[src/rtl/pdatapath.sv]
// Parametrised register-file datapath with A/B operand latches, shifter, ALU,
// C result register and Z/N/V status, sequenced by a command-driven micro-FSM.
module pdatapath #(
    parameter int DW   = 16,
    parameter int NREG = 8,
    parameter int PCW  = 8,
    parameter int AW   = $clog2(NREG)
) (
    input  logic          clk,
    input  logic          rst_n,
    input  logic          cmd_valid,
    output logic          cmd_ready,
    input  logic [1:0]    cmd_alu_op,
    input  logic [1:0]    cmd_shift,
    input  logic [AW-1:0] cmd_rn,
    input  logic [AW-1:0] cmd_rm,
    input  logic [AW-1:0] cmd_rd,
    input  logic          cmd_a_zero,
    input  logic          cmd_b_imm,
    input  logic [DW-1:0] cmd_imm5,
    input  logic [DW-1:0] cmd_imm8,
    input  logic [1:0]    cmd_wb_sel,
    input  logic          cmd_wr_en,
    input  logic          cmd_flags_en,
    input  logic [DW-1:0] mdata,
    input  logic [PCW-1:0] pc,
    output logic [DW-1:0] datapath_out,
    output logic          Z_out,
    output logic          N_out,
    output logic          V_out,
    output logic          done,
    input  logic [AW-1:0] dbg_addr,
    output logic [DW-1:0] dbg_data
);

    localparam logic [2:0] S_IDLE   = 3'd0;
    localparam logic [2:0] S_LOAD_A = 3'd1;
    localparam logic [2:0] S_LOAD_B = 3'd2;
    localparam logic [2:0] S_EXEC   = 3'd3;
    localparam logic [2:0] S_WB     = 3'd4;

    localparam logic [1:0] OP_ADD = 2'b00;
    localparam logic [1:0] OP_SUB = 2'b01;
    localparam logic [1:0] OP_AND = 2'b10;

    logic [2:0]    state;
    logic [DW-1:0] regs [NREG];
    logic [DW-1:0] reg_a, reg_b, reg_c;
    logic          flag_z, flag_n, flag_v;

    logic [1:0]    c_alu_op, c_shift, c_wb_sel;
    logic [AW-1:0] c_rn, c_rm, c_rd;
    logic          c_a_zero, c_b_imm, c_wr_en, c_flags_en;
    logic [DW-1:0] c_imm5, c_imm8;

    logic          accept;
    logic [DW-1:0] b_shifted, ain, bin, result, wdata;
    logic          res_v;

    assign cmd_ready    = (state == S_IDLE);
    assign accept       = cmd_valid && cmd_ready;
    assign done         = (state == S_WB);
    assign datapath_out = reg_c;
    assign Z_out        = flag_z;
    assign N_out        = flag_n;
    assign V_out        = flag_v;
    assign dbg_data     = regs[dbg_addr];

    always_comb begin
        b_shifted = reg_b;
        case (c_shift)
            2'b01:   b_shifted = {reg_b[DW-2:0], 1'b0};
            2'b10:   b_shifted = {1'b0, reg_b[DW-1:1]};
            2'b11:   b_shifted = {reg_b[DW-1], reg_b[DW-1:1]};
            default: b_shifted = reg_b;
        endcase
    end

    // Overflow is judged on the operands actually presented to the ALU.
    always_comb begin
        ain    = c_a_zero ? '0 : reg_a;
        bin    = c_b_imm ? c_imm5 : b_shifted;
        result = '0;
        res_v  = 1'b0;
        case (c_alu_op)
            OP_ADD: begin
                result = ain + bin;
                res_v  = (ain[DW-1] == bin[DW-1]) && (result[DW-1] != ain[DW-1]);
            end
            OP_SUB: begin
                result = ain - bin;
                res_v  = (ain[DW-1] != bin[DW-1]) && (result[DW-1] != ain[DW-1]);
            end
            OP_AND:  result = ain & bin;
            default: result = ~bin;
        endcase
    end

    always_comb begin
        wdata = reg_c;
        case (c_wb_sel)
            2'b01:   wdata = DW'(pc);
            2'b10:   wdata = c_imm8;
            2'b11:   wdata = mdata;
            default: wdata = reg_c;
        endcase
    end

    always_ff @(posedge clk or negedge rst_n) begin
        if (!rst_n) begin
            state      <= S_IDLE;
            reg_a      <= '0;
            reg_b      <= '0;
            reg_c      <= '0;
            flag_z     <= 1'b0;
            flag_n     <= 1'b0;
            flag_v     <= 1'b0;
            c_alu_op   <= '0;
            c_shift    <= '0;
            c_wb_sel   <= '0;
            c_rn       <= '0;
            c_rm       <= '0;
            c_rd       <= '0;
            c_a_zero   <= 1'b0;
            c_b_imm    <= 1'b0;
            c_wr_en    <= 1'b0;
            c_flags_en <= 1'b0;
            c_imm5     <= '0;
            c_imm8     <= '0;
            for (int i = 0; i < NREG; i++) begin
                regs[i] <= '0;
            end
        end else begin
            case (state)
                S_IDLE: begin
                    if (accept) begin
                        c_alu_op   <= cmd_alu_op;
                        c_shift    <= cmd_shift;
                        c_wb_sel   <= cmd_wb_sel;
                        c_rn       <= cmd_rn;
                        c_rm       <= cmd_rm;
                        c_rd       <= cmd_rd;
                        c_a_zero   <= cmd_a_zero;
                        c_b_imm    <= cmd_b_imm;
                        c_wr_en    <= cmd_wr_en;
                        c_flags_en <= cmd_flags_en;
                        c_imm5     <= cmd_imm5;
                        c_imm8     <= cmd_imm8;
                        state      <= (cmd_wb_sel == 2'b00) ? S_LOAD_A : S_WB;
                    end
                end
                S_LOAD_A: begin
                    reg_a <= regs[c_rn];
                    state <= S_LOAD_B;
                end
                S_LOAD_B: begin
                    reg_b <= regs[c_rm];
                    state <= S_EXEC;
                end
                S_EXEC: begin
                    reg_c <= result;
                    if (c_flags_en) begin
                        flag_z <= (result == '0);
                        flag_n <= result[DW-1];
                        flag_v <= res_v;
                    end
                    state <= S_WB;
                end
                S_WB: begin
                    if (c_wr_en) begin
                        regs[c_rd] <= wdata;
                    end
                    state <= S_IDLE;
                end
                default: state <= S_IDLE;
            endcase
        end
    end

endmodule

[config.mk]
export PLATFORM = sky130hd
export DESIGN_NAME = pdatapath
export DESIGN_NICKNAME = d
export VERILOG_FILES = /design/src/rtl/pdatapath.sv
export SDC_FILE = /design/constraint.sdc
export NUM_CORES = 1
export LEC_CHECK = 0
export CORE_MARGIN = 4
export CORE_UTILIZATION = 45
export CTS_CLUSTER_DIAMETER = 200
export DETAILED_ROUTE_END_ITERATION = 7
export GPL_TIMING_DRIVEN = 1
export MAX_ROUTING_LAYER = met4
export PLACE_DENSITY = 0.67
export SLEW_MARGIN = 25
export SYNTH_ARGS = -nofsm -noshare
export SYNTH_HDL_FRONTEND = slang
export SYNTH_SLANG_ARGS = --single-unit
[constraint.sdc]
create_clock -name clk -period 3.82 [get_ports clk]
set_input_delay 1.146 -clock clk [delete_from_list [all_inputs] [get_ports clk]]
set_output_delay 1.146 -clock clk [all_outputs]
set_load 0.05 [all_outputs]
[Word level (Yosys, flattened, before mapping)]
Index checks and enable logic that the tools add are counted.
Widths: inputs -> output; s select.
Operators by class
  add/subtract/negate cells: 2
  multiplexer cells: 21
  order comparisons: 5
  equality and inequality tests: 17
  reduce and logical (&&, ||, !) cells: 11
  bitwise operators: 6
Operator list (number)
  $bmux 16 s3: 3
  $mux 16: 9
  $pmux 16 s3: 3
  $bwmux 128: 1
  $demux 16 s3: 1
  $add 16x16->16: 1
  $and 16x16->16: 1
  $ge 4x4->1 const B: 4
  $logic_not 16->1: 1
  $not 16->16: 1
  $not 3->4: 4
  $sub 16x16->16: 1
  $pmux 3 s4: 1
  $eq 2x2->1 const B: 5
  $eq 2x1->1 const B: 3
  $eq 3x2->1 const B: 2
  $mux 3: 2
  $reduce_and 2->1: 3
  $logic_and 1x1->1: 4
  $logic_not 2->1: 2
  $lt 4x1->1 const B: 1
  $eq 3x1->1 const B: 1
  $eq 3x3->1 const B: 1
  $logic_not 3->1: 1
  other kinds (4): 6
Word-level totals
  bits in registers: 233
  input port bits: 81

[Longest topological paths before layout]
  depth after elaboration: 7
  gate-level depth with buffers: 18
  depth with buffers taken out: 16

[Worst setup path before layout]
Ideal clock, no wire load.
  kind: input port to output port
  start: input port dbg_addr[0]
  end: output port dbg_data[10]
  stages on the path: 4
  path buffers: 2
  data arrival time: 2.852 ns
  slack: -0.178 ns
  path through: clkbuf_1 -> buf_1 -> mux4_2 -> mux2_2
Between the ends
  cells in the longest elaborated chain, start to end: 4
Ends and longest elaborated chain
  start, declared: RTL line 32  | input logic [AW-1:0] dbg_addr,
  $not 3->4 (implied by the code): RTL line 67  | assign dbg_data = regs[dbg_addr];
  $bmux 16 s3: RTL line 67
  $mux 16 (implied by the code) (2 in series): RTL line 67
  end, declared: RTL line 33  | output logic [DW-1:0] dbg_data
No other way between the ends. The select of a mux whose other input is x is not followed.

[Worst setup path after layout]
  start: input port dbg_addr[0]
  end: output port dbg_data[11]
The elaborated chain is that of the path after synthesis.

==> results.yml <==
status:
  status: "finished clean"
layout:
  diodes: 0
  syn2layout_area_growth_pct: 20.10
  layout-drive-gt1-share: 0.3063
  nets: 1461
  stdcell_area_mm2: 0.01715
  final_util: 0.5549
  final_cells: 1764
routing:
  drc: 0
  dr.pass1.iters: 5
  wirelength_um: 40490
  via_per_inst: 6.011
  antenna_left: 0
  wl_per_cell_um: 22.95
  vias: 10600
  drtIter0Drc: 708
floorplanning:
  dieArea_mm2: 0.03465
  die_width_um: 186.1
  start_util: 0.4620
  core-area_mm2: 0.03091
  fp-row-count: 64
  die_h_um: 186.1
  pin_count: 118
clocking:
  clkSinkCount: 233
  cts_buffer_depth: 3
  h-tree-depth: 1
  cts_root_buf: "clkbuf_16"
  numCtsBuffers: 27
  tritoncts: "yes"
  clk_latency_ns: 0.56
  cts.clk_slew.worst_paths_ns: 0.05
timing:
  fmax_ghz: 0.2671
  hold_viol: 0
  maxSlewViolCount: 0
  holdWs_ns: 0.4964
  max_slew_margin: 0.3274
  rsz0062_at_grt: "false"
  setup_violations: 0
  setup-tns-final_ns: 0
  period_needed_ns: 3.744
  worstMarginPinSlew_ns: 1.008
  setup_ws_ns: 0.07648
  finalCritPeriodShare: 0.9800
  skew_ns: 0.01555
placed_design:
  dpl_cell_area_mm2: 0.01607
  place_worst_setup_slack_ns: -0.07447
  hpwl_um: 28810
  place.gp.congestion: 0.8813
  port_buffers: 117
  dpl.cell_count: 1712
synth:
  synth_seq_cells: 233
  synth_edf_count: 0
  ys.flop_type: "dfrtp_1"
  syn_area_mm2: 0.01428
  yosys.area_share.adder: 0.02996
  synth_mux_area_frac: 0.3173
  yosys.area_share.simple: 0.09024
  async_flop_share: 1.000
  synth_nets: 1347
  synth_top_family_by_area: "multiplexers"
  ys_types: 72
  yosys_warnings: 0
  synth-xor-area-share: 0.006746
  netlist_instances: 1233
  ys_seq_area_frac: 0.4083
  syn_avg_cell_area_um2: 11.58
  synth_compound_area_frac: 0.1099
global_routing:
  gr-total-overflow: 0
  grt_pass1_vias: 10500
  grt_pass1_wl_um: 62560
  antenna_found_initial: 0
  grt_max_degree: 78
  grt.total_usage: 0.2411
setup_path:
  critical_path_class: "in2out"
  crit_path_cell_trace: "buf_2 > buf_4 > mux4_2 > mux2_2 > buf_4"
  critPathCaptureType: "primary output"
  critPathSlowestCell: "mux4_2"
  crit_fanout: 8
  cp_common_cell: "buf_4"
  required_ns: 2.67
  arrival_ns: 2.60
  cp_slowest_stage_delay_ns: 0.52
  startpoint_type: "input pin"
power:
  leakagePower_nw: 7.185
  p_per_area_mw_per_mm2: 1075
  p_total_mw: 18.43
  ir_drop_mv: 0.6239
worst_hold_path:
  hold_class: "reg2reg"
flow_run:
  maxCapViolCount: 0
[worst max-delay path: cells and delay by family]
kind / cells / cell delay [ns]
mux: 2 / 0.80
buf+inv: 3 / 0.64
[cells by family after synthesis]
family / Yosys count
simple gates: 269
mux: 305
compound gates: 251
fa+ha+maj: 33
flops: 233
buf+inv: 131
xor+xnor: 11
[cell usage in the layout, fill, tap and decap left out, types with 5 or more instances in the layout]
cell type        instances
o211ai_1                10
buf_4                   68
nor2_1                  84
mux4_2                 104
nand2b_1                 5
clkbuf_16               27
xnor2_1                 10
dfrtp_2                  6
mux2_2                 142
inv_1                   37
nand3_1                 11
nand2_1                 85
dfrtp_1                227
clkbuf_8                 6
buf_12                   7
a22oi_1                  9
nand3b_1                 7
nor2b_1                 25
mux2i_1                 59
clkinv_2                 6
a211oi_1                 6
o21ai_1                  6
a21o_1                   5
ha_1                    29
nor3b_2                  5
a21oi_1                 95
clkdlybuf4s50_1         98
o21ai_0                 70
nor3_1                  16
[Yosys cell counts, types with 4 or more instances]
library cell | number | share of area
dfrtp_1 | 233 | 0.41
mux2_2 | 142 | 0.11
mux4_2 | 104 | 0.16
a21oi_1 | 95 | 0.033
nand2_1 | 85 | 0.022
nor2_1 | 85 | 0.022
o21ai_0 | 70 | 0.025
clkbuf_1 | 66 | 0.017
mux2i_1 | 59 | 0.041
inv_1 | 37 | 0.0097
ha_1 | 31 | 0.027
nor2b_1 | 25 | 0.011
nor3_1 | 17 | 0.0060
buf_2 | 15 | 0.0053
nand3_1 | 11 | 0.0039
o211ai_1 | 10 | 0.0053
xnor2_1 | 10 | 0.0061
a22oi_1 | 9 | 0.0047
buf_1 | 8 | 0.0021
nand3b_1 | 7 | 0.0037
a211oi_1 | 6 | 0.0032
o21ai_1 | 6 | 0.0021
a21o_1 | 5 | 0.0026
nand2b_1 | 5 | 0.0022
o31ai_1 | 5 | 0.0026
a31oi_1 | 4 | 0.0018
and2_1 | 4 | 0.0018
nand4_1 | 4 | 0.0018
o21bai_1 | 4 | 0.0021
[area by class of cell]
| class | count | area [um^2] |
|---|---|---|
| clock buffer | 35 | 765.7 |
| clock inverter | 15 | 201.4 |
| fill | 2597 | 13760 |
| inverter | 37 | 138.9 |
| multi-input combinational | 869 | 7996 |
| sequential | 233 | 5838 |
| tap | 396 | 495.5 |
| timing repair buffer | 179 | 1715 |
[registers in the layout, summed over array words and instances, names as in the netlist, 3 cells and up]
name	cells
reg_b	16
regs	128
c_imm8	16
c_rn	3
state	3
c_imm5	16
c_rd	3
datapath_out	16
reg_a	16
c_rm	3
[final timing paths]
check	start	endpoint	slack [ns]	cells past startpoint
worst min-delay path	V_out	V_out	0.50	2
worst max-delay path	dbg_addr[0]	dbg_data[11]	0.08	5
max in group asynchronous	rst_n	c_b_imm	2.44	2
worst max register to register	c_shift[0]	Z_out	0.19	16
min in group asynchronous	rst_n	regs[105]	0.58	1
worst min register to register	V_out	V_out	0.50	2
[where the power goes]
part           internal, mW  switching, mW  total (mW)
clock network          1.69           1.11        2.80
logic                  4.97           5.70        10.7
registers              3.57           1.40        4.97
[routing by layer]
layer / part of all wire / vias to the layer above / track usage
met5: 0 / - / -
met4: 0.025 / 0 / 0.05188
met3: 0.064 / 50 / 0.04395
met2: 0.48 / 370 / 0.3819
met1: 0.43 / 5377 / 0.3296
li1: - / 4807 / -
[repair_timing]
item	CTS	global route
cloned	1	0
hold buffers	0	0
pin swaps	0	1
buffers inserted	0	1
endpoints found under the setup margin	16	7
resized for setup	1	17
Power figures use the tool's default switching activity.
==> RTL edit 1 (config.mk and constraints unchanged) <==
Reset style: synchronous (`rst_n`), changed in one clocked block.
--- a/src/rtl/pdatapath.sv
+++ b/src/rtl/pdatapath.sv
@@ -107,5 +107,5 @@
     end
 
-    always_ff @(posedge clk or negedge rst_n) begin
+    always_ff @(posedge clk) begin
         if (!rst_n) begin
             state      <= S_IDLE;
Formal check against the unedited RTL: differs if rst_n is asserted again (counterexample within 4 cycles, from zero or initial values and one cycle with rst_n low); with rst_n held inactive, the same outputs for 4 cycles.
==> RTL edit 1 against the unedited design <==
  * Critical path depth is the same
  * Critical path type unchanged
  * Non-clock buffer count rose by 18
  * Sequential cell count did not move
  * Critical endpoint is now dbg_data[4]
  * Setup slack better by 0.028 ns
  * Area after synthesis is 2.2% lower
  * Wire length is 7.5% higher
  * Synthesized cell count rose by 9.1%
  * Cell area fell by 1.8%
Power is not compared: it rests on default switching activity, and its combinational part moved more than twofold at a synthesized area within 25%.
==> RTL edit 1: results (changes against the unedited design) <==
- Placed Area: 0.0158 sq mm (-1.4%)
- Total Routed Length: 43500 um (+7.5%)
- Hold Startpoint: c_imm8[8]
- Synth cell count leaders: nor2_1 (210), nand2_1 (176), edfxtp_1 (128)
- EDFF count, synth: 128 (+128)
- Vias in the first global route: 11100 (+5.8%)
- Share of layout cells above drive strength 1: 20.7% (-10 points)
- Largest net degree at the start of global routing: 81 (+3.8%)
- Drt first-iter violations: 1185 (+67%)
- RR Startpoint: c_shift[0]
- Vias per std cell: 6.07 (+0.96%)
- First-pass GRT wire length: 66600 um (+6.5%)
- Total Nets Final: 1582 (+8.3%)
- Post-DP HPWL: 30500 um (+5.9%)
- Ranking of synthesized cells by area: edfxtp_1 (28%), mux4_2 (16%), dfxtp_1 (15%)
- Worst slack, placed: -0.0639 ns (+0.0106 ns)
- DRT Pass-1 Iters: 7 (+2)
- Worst Path Max Fanout: 16 (+8)
- CP Data Arrival Time: 2.57 ns (-0.03 ns)
- Worst R2R Setup Slack: 0.20 ns
- Final Wtd Congestion: 0.941 (+6.8%)
- WHS: 0.449 ns (-0.0470 ns)
- Worst Hold Path EP: c_imm8[8]
- Status: completed
- H-tree depth: 1 (unchanged)
- Count of cell types in the netlist: 69 (-4.2%)
- Slew Limit Headroom: 35.0% (+2.2 points)
- Crit Reg-Reg Endpoint: Z_out
- Number of fill cells: 2677 (+3.1%)
- Clock skew: 0.0225 ns (+0.00696 ns)
- Async set-reset flop share out of synthesis: 0% (-100 points)
- Sequential-to-total area share from yosys stat: 42.6% (+1.7 points)
- Syn Nets: 1461 (+8.5%)
RTL edit 1: cell count changes after synthesis, sizes merged, moves of 8 or more:
cell	before	now
a211oi	7	41
a21o	5	13
clkbuf	66	76
dfrtp	233	0
dfxtp	0	105
edfxtp	0	128
mux2	142	38
mux2i	59	69
nand2	85	176
nor2	85	210
o21ai	77	37
RTL edit 1: where the power goes:
part	total, mW	switching [mW]	internal (mW)
Clock	2.45	1.04	1.41
Combinational	1.47	0.803	0.671
Sequential	2.88	0.129	2.75
RTL edit 1: timing repair:
item | in CTS | in global routing
hold buffers | 0 | 0
gates cloned | 1 | 1
resized for setup | 2 | 20
pin swaps | 0 | 9
buffers inserted | 0 | 5
endpoints found under the setup margin | 16 | 7
RTL edit 1: through the flow:
stage | TNS [ns] | cells
6_report | 0 | 1881
5_1_grt | 0 | 1881
4_1_cts | 0 | 1875
3_5_place_dp | -0.592 | 1827
3_3_place_gp | -0.244 | 1827
2_1_floorplan | 0 | 1345
RTL edit 1: logic make-up after synthesis:
family | Yosys count | synth area share, %
and+or+nand+nor | 478 | 14.5
AOI/OAI and AO/OA | 247 | 11.6
DFF | 233 | 42.6
muxes | 204 | 23.6
buffers and inverters | 137 | 3.84
adders and majority gates | 35 | 3.24
xor gates and xnor gates | 11 | 0.689
RTL edit 1: per-layer routing:
layer | global-route usage (%) | up-vias | share of wire (%)
li1 | - | 5177 | -
met1 | 35.8 | 5610 | 42
met2 | 41.7 | 557 | 48
met3 | 3.75 | 72 | 7.9
met4 | 5.12 | 0 | 2.0
met5 | - | - | 0
RTL edit 1: worst max-delay path by stage:
| stage | start | endpoint | slack, ns | depth (start not counted) |
|---|---|---|---|---|
| global placement | dbg_addr[1] | dbg_data[7] | -0.04 | 5 |
| CTS | c_shift[0] | Z_out | 0.04 | 18 |
| global route | c_shift[0] | Z_out | 0.008 | 18 |
| finish | dbg_addr[1] | dbg_data[4] | 0.10 | 5 |
| detailed placement | dbg_addr[1] | dbg_data[7] | -0.06 | 5 |
| floorplan | dbg_addr[0] | dbg_data[0] | 0.1 | 4 |
RTL edit 1: critical path, cell delays in order:
cell and delay (ns):
dlygate4sd2_1 0.36, buf_12 0.22, mux4_2 0.34, mux2_2 0.30, buf_4 0.19
RTL edit 1: area by class of cell:
| class | count | share of cell area [%] |
|---|---|---|
| clock buffer | 32 | 4.05 |
| clock inverter | 15 | 0.869 |
| tap | 396 | 2.94 |
| sequential | 233 | 35.4 |
| timing repair buffer | 197 | 11.0 |
| multi-input combinational | 975 | 45.0 |
| inverter | 33 | 0.742 |
==> RTL edit 2 (same settings) <==
Without the edit above. Set the parameter `DW` to 14 (it was 16).
--- a/src/rtl/pdatapath.sv
+++ b/src/rtl/pdatapath.sv
@@ -2,5 +2,5 @@
 // C result register and Z/N/V status, sequenced by a command-driven micro-FSM.
 module pdatapath #(
-    parameter int DW   = 16,
+    parameter int DW   = 14,
     parameter int NREG = 8,
     parameter int PCW  = 8,
Ports: changed (5 resized); port bits go from 118 to 108. The function was not compared with the original's and may differ.
==> RTL edit 2 against the unedited design <==
  * Count of clock-buffer cells in the layout is 1 higher
  * Setup slack improved by 0.040 ns
  * Sequential cell count is 26 lower
  * Worst hold slack improved by 0.0050 ns
  * Sequential power shrank 7.6%
  * Area after synthesis shrank 11%
  * First-iteration DRC count increased by 13%
  * Wire length fell by 12%
  * Cell area decreased by 11%
  * Power down 14%
  * Critical path type unchanged
  * Largest cell class unchanged
  * Largest power group unchanged
==> RTL edit 2: results (changes against the unedited design) <==
- Status: completed
- Post-DP HPWL: 25000 um (-13%)
- Worst Path Max Fanout: 14 (+6)
- Total Routed Length: 35600 um (-12%)
- Sequential-to-total area share from yosys stat: 41.0% (+0.13 points)
- Gr usage total: 23.6% (-0.48 points)
- Worst Tran Pin Value: 1.08 ns (+0.0737 ns)
- Num CTS Buffers: 25 (-7.4%)
- Mux contribution to synthesized area: 31.6% (-0.18 points)
- Drt first-iter violations: 799 (+13%)
- First-pass GRT wire length: 55700 um (-11%)
- Worst VDD drop: 668 uV (+7.1%)
- Count of cell types in the netlist: 75 (+4.2%)
- Largest net degree at the start of global routing: 81 (+3.8%)
- Final Non-Filler Cells: 1589 (-9.9%)
- Adder-cell share of the synthesized area: 2.99% (-0.0083 points)
- Initial antenna violation count: 1 (+1)
- Clock Latency Late Sink: 0.54 ns (-0.02 ns)
- Number of fill cells: 2446 (-5.8%)
- Max reg flops: 112 (-13%)
- Vias in the first global route: 9565 (-8.9%)
- Share of layout cells above drive strength 1: 28.6% (-2.1 points)
- Vias per std cell: 5.92 (-1.5%)
- CP max stage delay: 0.34 ns (-0.18 ns)
- Slowest stage cell, crit path: bufbuf_16
- CP Data Arrival Time: 2.56 ns (-0.04 ns)
- Ranking of synthesized cells by area: dfrtp_1 (41%), mux4_2 (17%), mux2_2 (11%)
-- RTL edit 2: changes by cell type in the layout (fill, tap and decap cells not counted), sizes merged, moves of 9 or more --
cell	before	now
mux2	142	123
o21ai	77	66
nor2	85	94
nor3	19	6
dfrtp	233	207
inv	38	29
a21oi	97	82
mux4	104	93
buf	79	57
-- RTL edit 2: per-layer routing --
metal	routed length, um	vias to the layer above	track usage [%]
li1	-	4266	-
met1	15700	4793	32.4
met2	17100	293	37.7
met3	1920	58	3.62
met4	905	0	5.69
met5	0	-	-
-- RTL edit 2: area by class of cell --
cell class	count	area [sq um]	share of cell area [%]
sequential	207	5190	34.2
clock inverter	9	170	1.12
timing repair buffer	150	1460	9.58
multi-input combinational	782	7060	46.4
tap	378	473	3.11
clock buffer	36	747	4.92
inverter	27	101	0.667
-- RTL edit 2: report_power, final --
group          switching, mW  internal [mW]  total (mW)
Clock                  0.972           1.64        2.61
Sequential              1.43           3.16        4.59
Combinational           4.60           4.09        8.69
Total                   7.00           8.89        15.9
-- RTL edit 2: stage by stage --
step	power (mW)	cell area (sq um)
detailed placement	13.1	14200
CTS	15.8	15200
global route	17.0	15200
global placement	13.0	14200
floorplan	10.5	12600
finish	15.9	15200
-- RTL edit 2: timing repair --
item / 4_1_cts / 5_1_grt
pin swaps: 0 / 1
buffers inserted: 0 / 1
gates resized for setup: 2 / 4
cloned: 1 / 0
endpoints found under the setup margin: 15 / 6
-- RTL edit 2: final timing paths --
check | startpoint | to | cells after the start
max | dbg_addr[1] | dbg_data[12] | 5
min | c_imm8[0] | c_imm8[0] | 1
max reg2reg | c_shift[0] | Z_out | 13
min reg2reg | c_imm8[0] | c_imm8[0] | 1
max in group asynchronous | rst_n | c_b_imm | 2
min in group asynchronous | rst_n | regs[4] | 1
